$ cat src/rtl/uart_cmd_frame_wrapper.sv
// uart_cmd_frame_wrapper: multi-byte command/response framer around the UART transceiver.
// Ports:
//   clk, rst_n   : system clock, asynchronous active-low reset
//   RX, TX       : serial pins (TX idles high)
//   clr_cmd_rdy  : consumer acknowledge, clears cmd_rdy
//   trmt, resp   : one-cycle send request and the response word sampled with it
//   cmd, cmd_rdy : last complete command (MSB byte first) and its valid flag
//   frame_to     : one-cycle pulse when a partial frame is dropped by the inter-byte timeout
//   tx_busy      : response serialisation in progress
//   tx_done      : whole response sent, held until the next accepted trmt
// UART: 8N1 transceiver, BAUD_DIV clocks per bit; rx_rdy holds until clr_rx_rdy or a new
//   start bit, tx_done clears when trmt is sampled and sets when the stop bit completes.

module UART #(
    parameter int BAUD_DIV = 434
) (
    input  logic       clk,
    input  logic       rst_n,
    input  logic       RX,
    input  logic       trmt,
    input  logic       clr_rx_rdy,
    input  logic [7:0] tx_data,
    output logic       TX,
    output logic       rx_rdy,
    output logic       tx_done,
    output logic [7:0] rx_data
);
    localparam int BW = ($clog2(BAUD_DIV) < 1) ? 1 : $clog2(BAUD_DIV);

    logic [1:0]    rx_sync_q;
    logic          rx_busy_q;
    logic [BW-1:0] rx_baud_q;
    logic [3:0]    rx_bit_q;
    logic [7:0]    rx_shift_q;
    logic          rx_rdy_q;

    logic          tx_busy_q;
    logic [BW-1:0] tx_baud_q;
    logic [3:0]    tx_bit_q;
    logic [9:0]    tx_shift_q;
    logic          tx_done_q;

    // Receiver: a start edge arms a half-bit delay so every later sample lands mid-bit.
    // Sample 0 is the start bit, 1..8 the data bits LSB first, 9 the stop bit.
    always_ff @(posedge clk or negedge rst_n) begin
        if (!rst_n) begin
            rx_sync_q  <= 2'b11;
            rx_busy_q  <= 1'b0;
            rx_baud_q  <= '0;
            rx_bit_q   <= '0;
            rx_shift_q <= '0;
            rx_rdy_q   <= 1'b0;
        end else begin
            rx_sync_q <= {rx_sync_q[0], RX};
            if (clr_rx_rdy)
                rx_rdy_q <= 1'b0;
            if (!rx_busy_q) begin
                if (!rx_sync_q[1]) begin
                    rx_busy_q <= 1'b1;
                    rx_baud_q <= BW'(BAUD_DIV / 2);
                    rx_bit_q  <= '0;
                    rx_rdy_q  <= 1'b0;
                end
            end else if (rx_baud_q != '0) begin
                rx_baud_q <= rx_baud_q - 1'b1;
            end else begin
                rx_baud_q <= BW'(BAUD_DIV - 1);
                rx_bit_q  <= rx_bit_q + 1'b1;
                if (rx_bit_q >= 4'd1 && rx_bit_q <= 4'd8)
                    rx_shift_q <= {rx_sync_q[1], rx_shift_q[7:1]};
                if (rx_bit_q == 4'd9) begin
                    rx_busy_q <= 1'b0;
                    rx_rdy_q  <= 1'b1;
                end
            end
        end
    end

    // Transmitter: {stop, data, start} shifted out LSB first.
    always_ff @(posedge clk or negedge rst_n) begin
        if (!rst_n) begin
            tx_busy_q  <= 1'b0;
            tx_baud_q  <= '0;
            tx_bit_q   <= '0;
            tx_shift_q <= '1;
            tx_done_q  <= 1'b0;
        end else if (trmt && !tx_busy_q) begin
            tx_busy_q  <= 1'b1;
            tx_baud_q  <= BW'(BAUD_DIV - 1);
            tx_bit_q   <= '0;
            tx_shift_q <= {1'b1, tx_data, 1'b0};
            tx_done_q  <= 1'b0;
        end else if (tx_busy_q) begin
            if (tx_baud_q != '0) begin
                tx_baud_q <= tx_baud_q - 1'b1;
            end else begin
                tx_baud_q  <= BW'(BAUD_DIV - 1);
                tx_bit_q   <= tx_bit_q + 1'b1;
                tx_shift_q <= {1'b1, tx_shift_q[9:1]};
                if (tx_bit_q == 4'd9) begin
                    tx_busy_q <= 1'b0;
                    tx_done_q <= 1'b1;
                end
            end
        end
    end

    assign TX      = tx_shift_q[0];
    assign rx_rdy  = rx_rdy_q;
    assign rx_data = rx_shift_q;
    assign tx_done = tx_done_q;
endmodule

module uart_cmd_frame_wrapper #(
    parameter int CMD_BYTES    = 2,
    parameter int RESP_BYTES   = 1,
    parameter int TIMEOUT_CLKS = 1000000,
    parameter int BAUD_DIV     = 434
) (
    input  logic                    clk,
    input  logic                    rst_n,
    input  logic                    RX,
    input  logic                    clr_cmd_rdy,
    input  logic                    trmt,
    input  logic [8*RESP_BYTES-1:0] resp,
    output logic                    TX,
    output logic [8*CMD_BYTES-1:0]  cmd,
    output logic                    cmd_rdy,
    output logic                    frame_to,
    output logic                    tx_busy,
    output logic                    tx_done
);
    localparam int CW = 8 * CMD_BYTES;
    localparam int RW = 8 * RESP_BYTES;

    logic       u_rx_rdy, u_clr_rx_rdy, u_trmt, u_tx_done;
    logic [7:0] u_rx_data, u_tx_data;

    UART #(.BAUD_DIV(BAUD_DIV)) u_uart (
        .clk       (clk),
        .rst_n     (rst_n),
        .RX        (RX),
        .trmt      (u_trmt),
        .clr_rx_rdy(u_clr_rx_rdy),
        .tx_data   (u_tx_data),
        .TX        (TX),
        .rx_rdy    (u_rx_rdy),
        .tx_done   (u_tx_done),
        .rx_data   (u_rx_data)
    );

    typedef enum logic {IDLE, ASSEMBLE} rx_state_t;
    typedef enum logic [1:0] {TX_IDLE, TX_LOAD, TX_WAIT} tx_state_t;

    rx_state_t     rx_state_q, rx_state_d;
    logic [3:0]    rx_cnt_q, rx_cnt_d;
    logic [CW-1:0] asm_q, asm_d, cmd_q, cmd_d, shifted;
    logic          cmd_rdy_q, cmd_rdy_d, frame_to_q, frame_to_d;
    logic [31:0]   to_cnt_q, to_cnt_d;
    logic          last_byte, to_hit, frame_start;

    // Shift form rather than a concatenation so CMD_BYTES=1 needs no special case;
    // stale bytes from an abandoned frame are pushed out by a full new frame.
    assign shifted   = (asm_q << 8) | CW'(u_rx_data);
    assign last_byte = u_rx_rdy && rx_cnt_q == 4'(CMD_BYTES - 1);
    assign to_hit    = rx_state_q == ASSEMBLE && !u_rx_rdy && TIMEOUT_CLKS != 0 &&
                       to_cnt_q == 32'(TIMEOUT_CLKS - 1);

    always_ff @(posedge clk or negedge rst_n) begin
        if (!rst_n)
            rx_state_q <= IDLE;
        else
            rx_state_q <= rx_state_d;
    end

    always_comb begin
        rx_state_d = (last_byte || to_hit) ? IDLE : u_rx_rdy ? ASSEMBLE : rx_state_q;
    end

    // The UART byte is consumed the cycle it appears, so rx_rdy acts as a one-cycle strobe.
    always_comb begin
        u_clr_rx_rdy = u_rx_rdy;
        frame_start  = u_rx_rdy && rx_state_q == IDLE;
    end

    always_comb begin
        asm_d      = u_rx_rdy ? shifted : asm_q;
        rx_cnt_d   = (last_byte || to_hit) ? 4'd0 : u_rx_rdy ? rx_cnt_q + 4'd1 : rx_cnt_q;
        cmd_d      = last_byte ? shifted : cmd_q;
        // Completion wins over both the acknowledge and the new-frame clear.
        cmd_rdy_d  = last_byte ? 1'b1 : (frame_start || clr_cmd_rdy) ? 1'b0 : cmd_rdy_q;
        frame_to_d = to_hit;
        to_cnt_d   = (rx_state_q != ASSEMBLE || TIMEOUT_CLKS == 0 || u_rx_rdy || to_hit) ?
                     32'd0 : to_cnt_q + 32'd1;
    end

    always_ff @(posedge clk or negedge rst_n) begin
        if (!rst_n) begin
            rx_cnt_q   <= '0;
            asm_q      <= '0;
            cmd_q      <= '0;
            cmd_rdy_q  <= 1'b0;
            frame_to_q <= 1'b0;
            to_cnt_q   <= '0;
        end else begin
            rx_cnt_q   <= rx_cnt_d;
            asm_q      <= asm_d;
            cmd_q      <= cmd_d;
            cmd_rdy_q  <= cmd_rdy_d;
            frame_to_q <= frame_to_d;
            to_cnt_q   <= to_cnt_d;
        end
    end

    tx_state_t     tx_state_q, tx_state_d;
    logic [3:0]    tx_cnt_q, tx_cnt_d;
    logic [RW-1:0] tx_shift_q, tx_shift_d;
    logic          tx_busy_q, tx_busy_d, tx_done_q, tx_done_d;
    logic          accept, byte_sent, last_sent;

    // trmt is only looked at in TX_IDLE, so requests during a response are dropped.
    assign accept    = tx_state_q == TX_IDLE && trmt;
    assign byte_sent = tx_state_q == TX_WAIT && u_tx_done;
    assign last_sent = byte_sent && tx_cnt_q == 4'(RESP_BYTES - 1);

    always_ff @(posedge clk or negedge rst_n) begin
        if (!rst_n)
            tx_state_q <= TX_IDLE;
        else
            tx_state_q <= tx_state_d;
    end

    always_comb begin
        tx_state_d = accept ? TX_LOAD :
                     tx_state_q == TX_LOAD ? TX_WAIT :
                     byte_sent ? (last_sent ? TX_IDLE : TX_LOAD) : tx_state_q;
    end

    always_comb begin
        u_trmt    = tx_state_q == TX_LOAD;
        u_tx_data = tx_shift_q[RW-1 -: 8];
    end

    always_comb begin
        tx_shift_d = accept ? resp : (byte_sent && !last_sent) ? tx_shift_q << 8 : tx_shift_q;
        tx_cnt_d   = accept ? 4'd0 : (byte_sent && !last_sent) ? tx_cnt_q + 4'd1 : tx_cnt_q;
        tx_busy_d  = accept ? 1'b1 : last_sent ? 1'b0 : tx_busy_q;
        tx_done_d  = accept ? 1'b0 : last_sent ? 1'b1 : tx_done_q;
    end

    always_ff @(posedge clk or negedge rst_n) begin
        if (!rst_n) begin
            tx_cnt_q   <= '0;
            tx_shift_q <= '0;
            tx_busy_q  <= 1'b0;
            tx_done_q  <= 1'b0;
        end else begin
            tx_cnt_q   <= tx_cnt_d;
            tx_shift_q <= tx_shift_d;
            tx_busy_q  <= tx_busy_d;
            tx_done_q  <= tx_done_d;
        end
    end

    assign cmd      = cmd_q;
    assign cmd_rdy  = cmd_rdy_q;
    assign frame_to = frame_to_q;
    assign tx_busy  = tx_busy_q;
    assign tx_done  = tx_done_q;
endmodule

$ cat config.mk
export PLATFORM = sky130hd
export DESIGN_NAME = uart_cmd_frame_wrapper
export DESIGN_NICKNAME = d
export VERILOG_FILES = /design/src/rtl/uart_cmd_frame_wrapper.sv
export SDC_FILE = /design/constraint.sdc
export NUM_CORES = 1
export LEC_CHECK = 0
export BUFFER_PORTS_ARGS = -buffer_cell sky130_fd_sc_hd__buf_2
export CELL_PAD_IN_SITES_DETAIL_PLACEMENT = 0
export CELL_PAD_IN_SITES_GLOBAL_PLACEMENT = 1
export CORE_ASPECT_RATIO = 1.5
export CORE_MARGIN = 8
export CORE_UTILIZATION = 31
export CTS_CLUSTER_DIAMETER = 120
export CTS_CLUSTER_SIZE = 28
export DETAILED_ROUTE_END_ITERATION = 6
export HOLD_SLACK_MARGIN = 0.12
export PLACE_DENSITY_LB_ADDON = 0.3
export REMOVE_ABC_BUFFERS = 1
export SLEW_MARGIN = 40
export SYNTH_ARGS = -nofsm -noshare
export SYNTH_HDL_FRONTEND = slang
export SYNTH_HIERARCHICAL = 1
export SYNTH_SLANG_ARGS = --single-unit
$ cat constraint.sdc
create_clock -name clk -period 3.4 [get_ports clk]
set_clock_uncertainty 0.05 [all_clocks]
set_input_delay 0.51 -clock clk [delete_from_list [all_inputs] [get_ports clk]]
set_output_delay 0.51 -clock clk [all_outputs]
set_load 0.02 [all_outputs]
-- Word-level counts from Yosys, hierarchy flattened
Cells that the tools add are included.
- output and inout port bits: 21
- register bits after elaboration: 129
- input bits: 13
- add/sub/neg operators: 7
- bitwise logic cells: 3
- mux-type cells: 49
- equality and inequality tests: 9
- reduce and logical (&&, ||, !) cells: 32
- $lt $le $gt $ge: 2
- operators with widths (cell ; count):
    $mux 9 ; 6
    $mux 4 ; 10
    $add 32x1->32 const B ; 1
    $eq 32x20->1 const B ; 1
    $mux 32 ; 1
    $mux 10 ; 3
    $mux 1 ; 24
    $reduce_bool 9->1 ; 2
    $sub 9x1->9 const B ; 2
    $add 4x1->4 const B ; 4
    $mux 8 ; 2
    $or 16x8->16 ; 1
    $reduce_bool 2->1 ; 6
    $logic_and 1x1->1 ; 10
    $eq 4x4->1 const B ; 2
    $mux 2 ; 3
    $reduce_and 3->1 ; 2
    $eq 4x1->1 const B ; 1
    $ge 4x1->1 const B ; 1
    $le 4x4->1 const B ; 1
    $logic_not 4->1 ; 1
    $logic_or 1x1->1 ; 4
    $ne 2x2->1 const B ; 2
    $reduce_and 2->1 ; 2
    7 further kinds ; 10

-- Depth between registers and ports, before layout
- word-level depth: 7
- depth in mapped cells: 8

-- Cells and area by module
The synthesis kept the hierarchy.
- modules (own cells, without submodules) (module ; instances ; cells each ; area each (um2) ; seq. area each (um2)):
    uart_cmd_frame_wrapper ; 1 ; 325 ; 3557.2 ; 1976.9
    UART ; 1 ; 219 ; 2342.2 ; 1239.9

-- Worst setup path after synthesis
Ideal clock, no wire load.
- kind: register -> register
- start point: reg u_uart.rx_baud_q[0]
- end point: reg u_uart.rx_shift_q[0], in the netlist u_uart/rx_data[0]
- data required time: 3.225 ns
- cell stages (with the launch flop): 7
- arrival: 1.963 ns
- library setup time: 0.125 ns
- setup slack: 1.262 ns
- path through: dfrtp_1 > inv_1 > ha_1 > or4b_2 > nor3_4 > nand3_4 > mux2_2
- cells in the longest elaborated chain, start to end: 3
- RTL lines (item ; line ; source):
    start, declared ; 32 ; logic [BW-1:0] rx_baud_q;
    start signal, assigned ; 60 ; rx_baud_q <= BW'(BAUD_DIV / 2);
    start signal, assigned ; 65 ; rx_baud_q <= rx_baud_q - 1'b1;
    start signal, assigned ; 67 ; rx_baud_q <= BW'(BAUD_DIV - 1);
    $reduce_bool 9->1 ; 64 ; end else if (rx_baud_q != '0) begin
    $not 1->1 (no line) ; n/a ;
    $reduce_and 3->1 (no line) ; n/a ;
    end signal, assigned ; 70 ; rx_shift_q <= {rx_sync_q[1], rx_shift_q[7:1]};
    end, declared ; 34 ; logic [7:0] rx_shift_q;
Every way passes these cells.
A chain may end at the register's enable or synchronous reset.

-- Final worst setup path
- start point: reg u_uart.tx_baud_q[0]
- end point: reg u_uart.tx_bit_q[0]
- cells in the longest elaborated chain, start to end: 3
- RTL lines (item ; line ; source):
    start, declared ; 38 ; logic [BW-1:0] tx_baud_q;
    start signal, assigned ; 89 ; tx_baud_q <= BW'(BAUD_DIV - 1);
    start signal, assigned ; 95 ; tx_baud_q <= tx_baud_q - 1'b1;
    start signal, assigned ; 97 ; tx_baud_q <= BW'(BAUD_DIV - 1);
    $reduce_bool 9->1 ; 94 ; if (tx_baud_q != '0) begin
    $ne 2x1->1 (no line) ; n/a ;
    $reduce_and 2->1 (no line) ; n/a ;
    end signal, assigned ; 98 ; tx_bit_q <= tx_bit_q + 1'b1;
    end, declared ; 39 ; logic [3:0] tx_bit_q;
Every way passes these cells.

==> results.py <==
metrics = {
    "clock_network": {
        "clk_pin_slew_worst_paths_ps": 60,
        "clock_path_buffers": 2,
        "numCtsBuffers": 17,
        "clock_latency_ps": 420,
        "cts_tree": "yes",
        "clkSinkCount": 128,
        "cts-htree-levels": 4,
        "cts_root_buffer": "clkbuf_16",
        "post_cts_buffers": 0,
    },
    "hold_path": {
        "hold_class": "in2reg",
    },
    "yosys": {
        "synth.top_cell.area_share_pct": 49.6,
        "yosys_warnings": 6,
        "synthTopCellsByCount": "dfrtp_1 (117), nor2_1 (64), nand2_1 (50), mux2_2 (33)",
        "synthTopCellsByArea": "dfrtp_1 (50%), mux2_2 (6.3%), dfstp_2 (4.9%)",
        "synth_top_cell_by_area": "dfrtp_1",
        "ys.flop_type": "dfrtp_1",
        "netlist_area_um2": 5900,
        "avgSynthCellArea_um2": 10.8,
        "postSynthCellCount": 544,
        "async_flop_share_pct": 100,
        "synth_cell_type_count": 55,
        "synth_edf_count": 0,
        "yosysMostFrequentCell": "dfrtp_1",
        "ys_ff_latch": 128,
        "seq_area_frac_synth_pct": 54.5,
    },
    "drt": {
        "num_vias": 4122,
        "drc": 0,
        "ant_nets": 0,
        "vias_per_cell": 4.81,
        "drtIter0Drc": 200,
        "dr.pass1.iters": 4,
        "wirelength_mm": 12.1,
        "route.detailed.wl_per_inst_um": 14.2,
    },
    "global_route": {
        "met3_usage_pct": 3.00,
        "grt-ovfl-total": 0,
        "met2_usage_pct": 18.9,
        "grt_pass1_vias": 4340,
        "grt_use_total_pct": 11.2,
        "grt_max_degree": 56,
        "grt_busiest_layer": "met2",
        "grt_use_met1_pct": 12.8,
        "grt_pass1_wl_mm": 21.1,
        "antenna_found_initial": 0,
    },
    "die": {
        "die_w_um": 129,
        "core-area_um2": 18900,
        "ios": 34,
        "initial_core_util_pct": 31.2,
        "die_area_um2": 23800,
        "rows": 62,
        "die_y_um": 185,
    },
    "finish": {
        "layout-drive-gt1-share_pct": 23.0,
        "nFillCells": 1898,
        "final_util_pct": 36.9,
        "nets": 613,
        "n_antenna_cell": 0,
        "instances_no_fill": 857,
        "synthToLayoutAreaGrowth_pct": 18.5,
    },
    "placement": {
        "place_hpwl_mm": 8.36,
        "dpl.cell_count": 822,
        "port_buffers": 33,
        "gp_congestion": 0.803,
    },
    "sta": {
        "period_share_pct": 68.7,
        "slew_viol_final": 0,
        "setup_viol": 0,
        "maxSlewHeadroom_pct": 53.1,
        "worst_pin_slew_ps": 703,
        "finalCriticalPeriod_ps": 2340,
        "rsz0062_at_grt": "no",
        "max_freq_ghz": 0.428,
        "holdWs_ps": 254,
        "hold_viol": 0,
        "fin_setup_tns_ps": 0,
    },
    "worst_setup_path": {
        "worst-path-max-fanout": 18,
        "setup.worst_path.start": "u_uart/tx_baud_q[0]$_DFFE_PN0P_",
        "worstPathRequired_ps": 3650,
        "timing_worst_setup_path_type": "reg2reg",
        "timing.rr.end": "u_uart/tx_bit_q[0]$_DFFE_PN0P_",
        "cp_data_arrival_time_ps": 2590,
        "reg2regPathDepth": 7,
        "crit_end": "u_uart/tx_bit_q[0]$_DFFE_PN0P_",
        "end_kind": "register",
        "cp-start-kind": "register",
        "r2r_slack_ps": 1060,
        "rr_startpoint": "u_uart/tx_baud_q[0]$_DFFE_PN0P_",
    },
    "pwr": {
        "total_leakage_power_nw": 3.18,
        "fin_total_pwr_mw": 3.82,
        "cellPowerDensity_nw_per_um2": 546,
        "peakVddDrop_uv": 267,
    },
    "run_status": {
        "status": "finished clean",
    },
    "job": {
        "drv_cap": 0,
    },
}
-- metal layers --
| layer | routed length [um] | vias up | part of all wire [%] |
|---|---|---|---|
| li1 | - | 1988 | - |
| met1 | 5250 | 2060 | 43 |
| met2 | 6260 | 54 | 52 |
| met3 | 346 | 20 | 2.9 |
| met4 | 274 | 0 | 2.3 |
| met5 | 0 | - | 0 |
-- worst max-delay path: stages (launching register included) --
cell	delay, ps
dfrtp_1	380
inv_1	90
ha_1	200
nor3b_1	520
and4_1	280
buf_4	210
nor2_1	190
mux2_2	300
-- stage by stage --
step / cell area (um2) / setup slack, ps
after CTS: 6970 / 1070
final: 6990 / 1060
after floorplan: 5800 / 705
after global placement: 6370 / 1140
after detailed placement: 6380 / 1080
after global routing: 6990 / 869
-- placed cells by master (no fill, tap or decap), types with 12 or more instances in the layout --
cell type / instances
buf_2: 32
clkbuf_16: 17
dfrtp_1: 117
ha_1: 12
inv_1: 19
mux2_2: 33
nand2_1: 50
nand3_1: 15
nand4_1: 18
nor2_1: 64
o21ai_0: 29
xor2_1: 29
-- cells by family after synthesis --
family	count (synthesis)	synth area share (%)
compound gates	78	8.55
fa+ha+maj	12	2.55
xor+xnor	40	5.94
simple gates	211	18.7
flops	128	54.5
mux	36	6.81
buf+inv	39	2.97
-- sequential cells by signal (all words and copies together), names as in the netlist, 8 cells and up --
| name | flops |
|---|---|
| asm_q | 8 |
| cmd | 16 |
| to_cnt_q | 32 |
| tx_shift_q | 8 |
| u_uart/rx_baud_q | 9 |
| u_uart/rx_data | 8 |
| u_uart/tx_baud_q | 9 |
| u_uart/tx_shift_q | 9 |
-- report_power, final --
part | internal, mW | switching [mW]
logic | 0.138 | 0.165
registers | 1.65 | 0.101
clock network | 1.03 | 0.733
total | 2.82 | 0.999
-- final cells by class --
class | instances | area, um2 | share of cell area, %
Sequential cell | 128 | 3220 | 46.0
Multi-Input combinational cell | 377 | 2520 | 36.1
Clock buffer | 17 | 425 | 6.09
Tap cell | 256 | 320 | 4.58
Timing Repair Buffer | 44 | 280 | 4.01
Clock inverter | 15 | 149 | 2.13
Inverter | 20 | 75.1 | 1.07
-- worst min path at each step --
| stage | start | end | slack, ps | depth (start not counted) |
|---|---|---|---|---|
| floorplan | rst_n | asm_q[0]$_DFFE_PN0P_ | 160 | 0 |
| global placement | u_uart/rx_sync_q[0]$_DFF_PN1_ | u_uart/rx_sync_q[1]$_DFF_PN1_ | 310 | 0 |
| detailed placement | u_uart/rx_sync_q[0]$_DFF_PN1_ | u_uart/rx_sync_q[1]$_DFF_PN1_ | 310 | 0 |
| CTS | resp[0] | tx_shift_q[0]$_DFFE_PN0P_ | 230 | 3 |
| global route | resp[3] | tx_shift_q[3]$_DFFE_PN0P_ | 250 | 3 |
| finish | resp[0] | tx_shift_q[0]$_DFFE_PN0P_ | 250 | 3 |
-- repair_timing --
action | in CTS | in global routing
gates resized for setup | 0 | 0
hold buffers | 2 | 0
hold endpoints to repair | 30 | 0
Note: power is estimated with default switching activity, not from simulation.
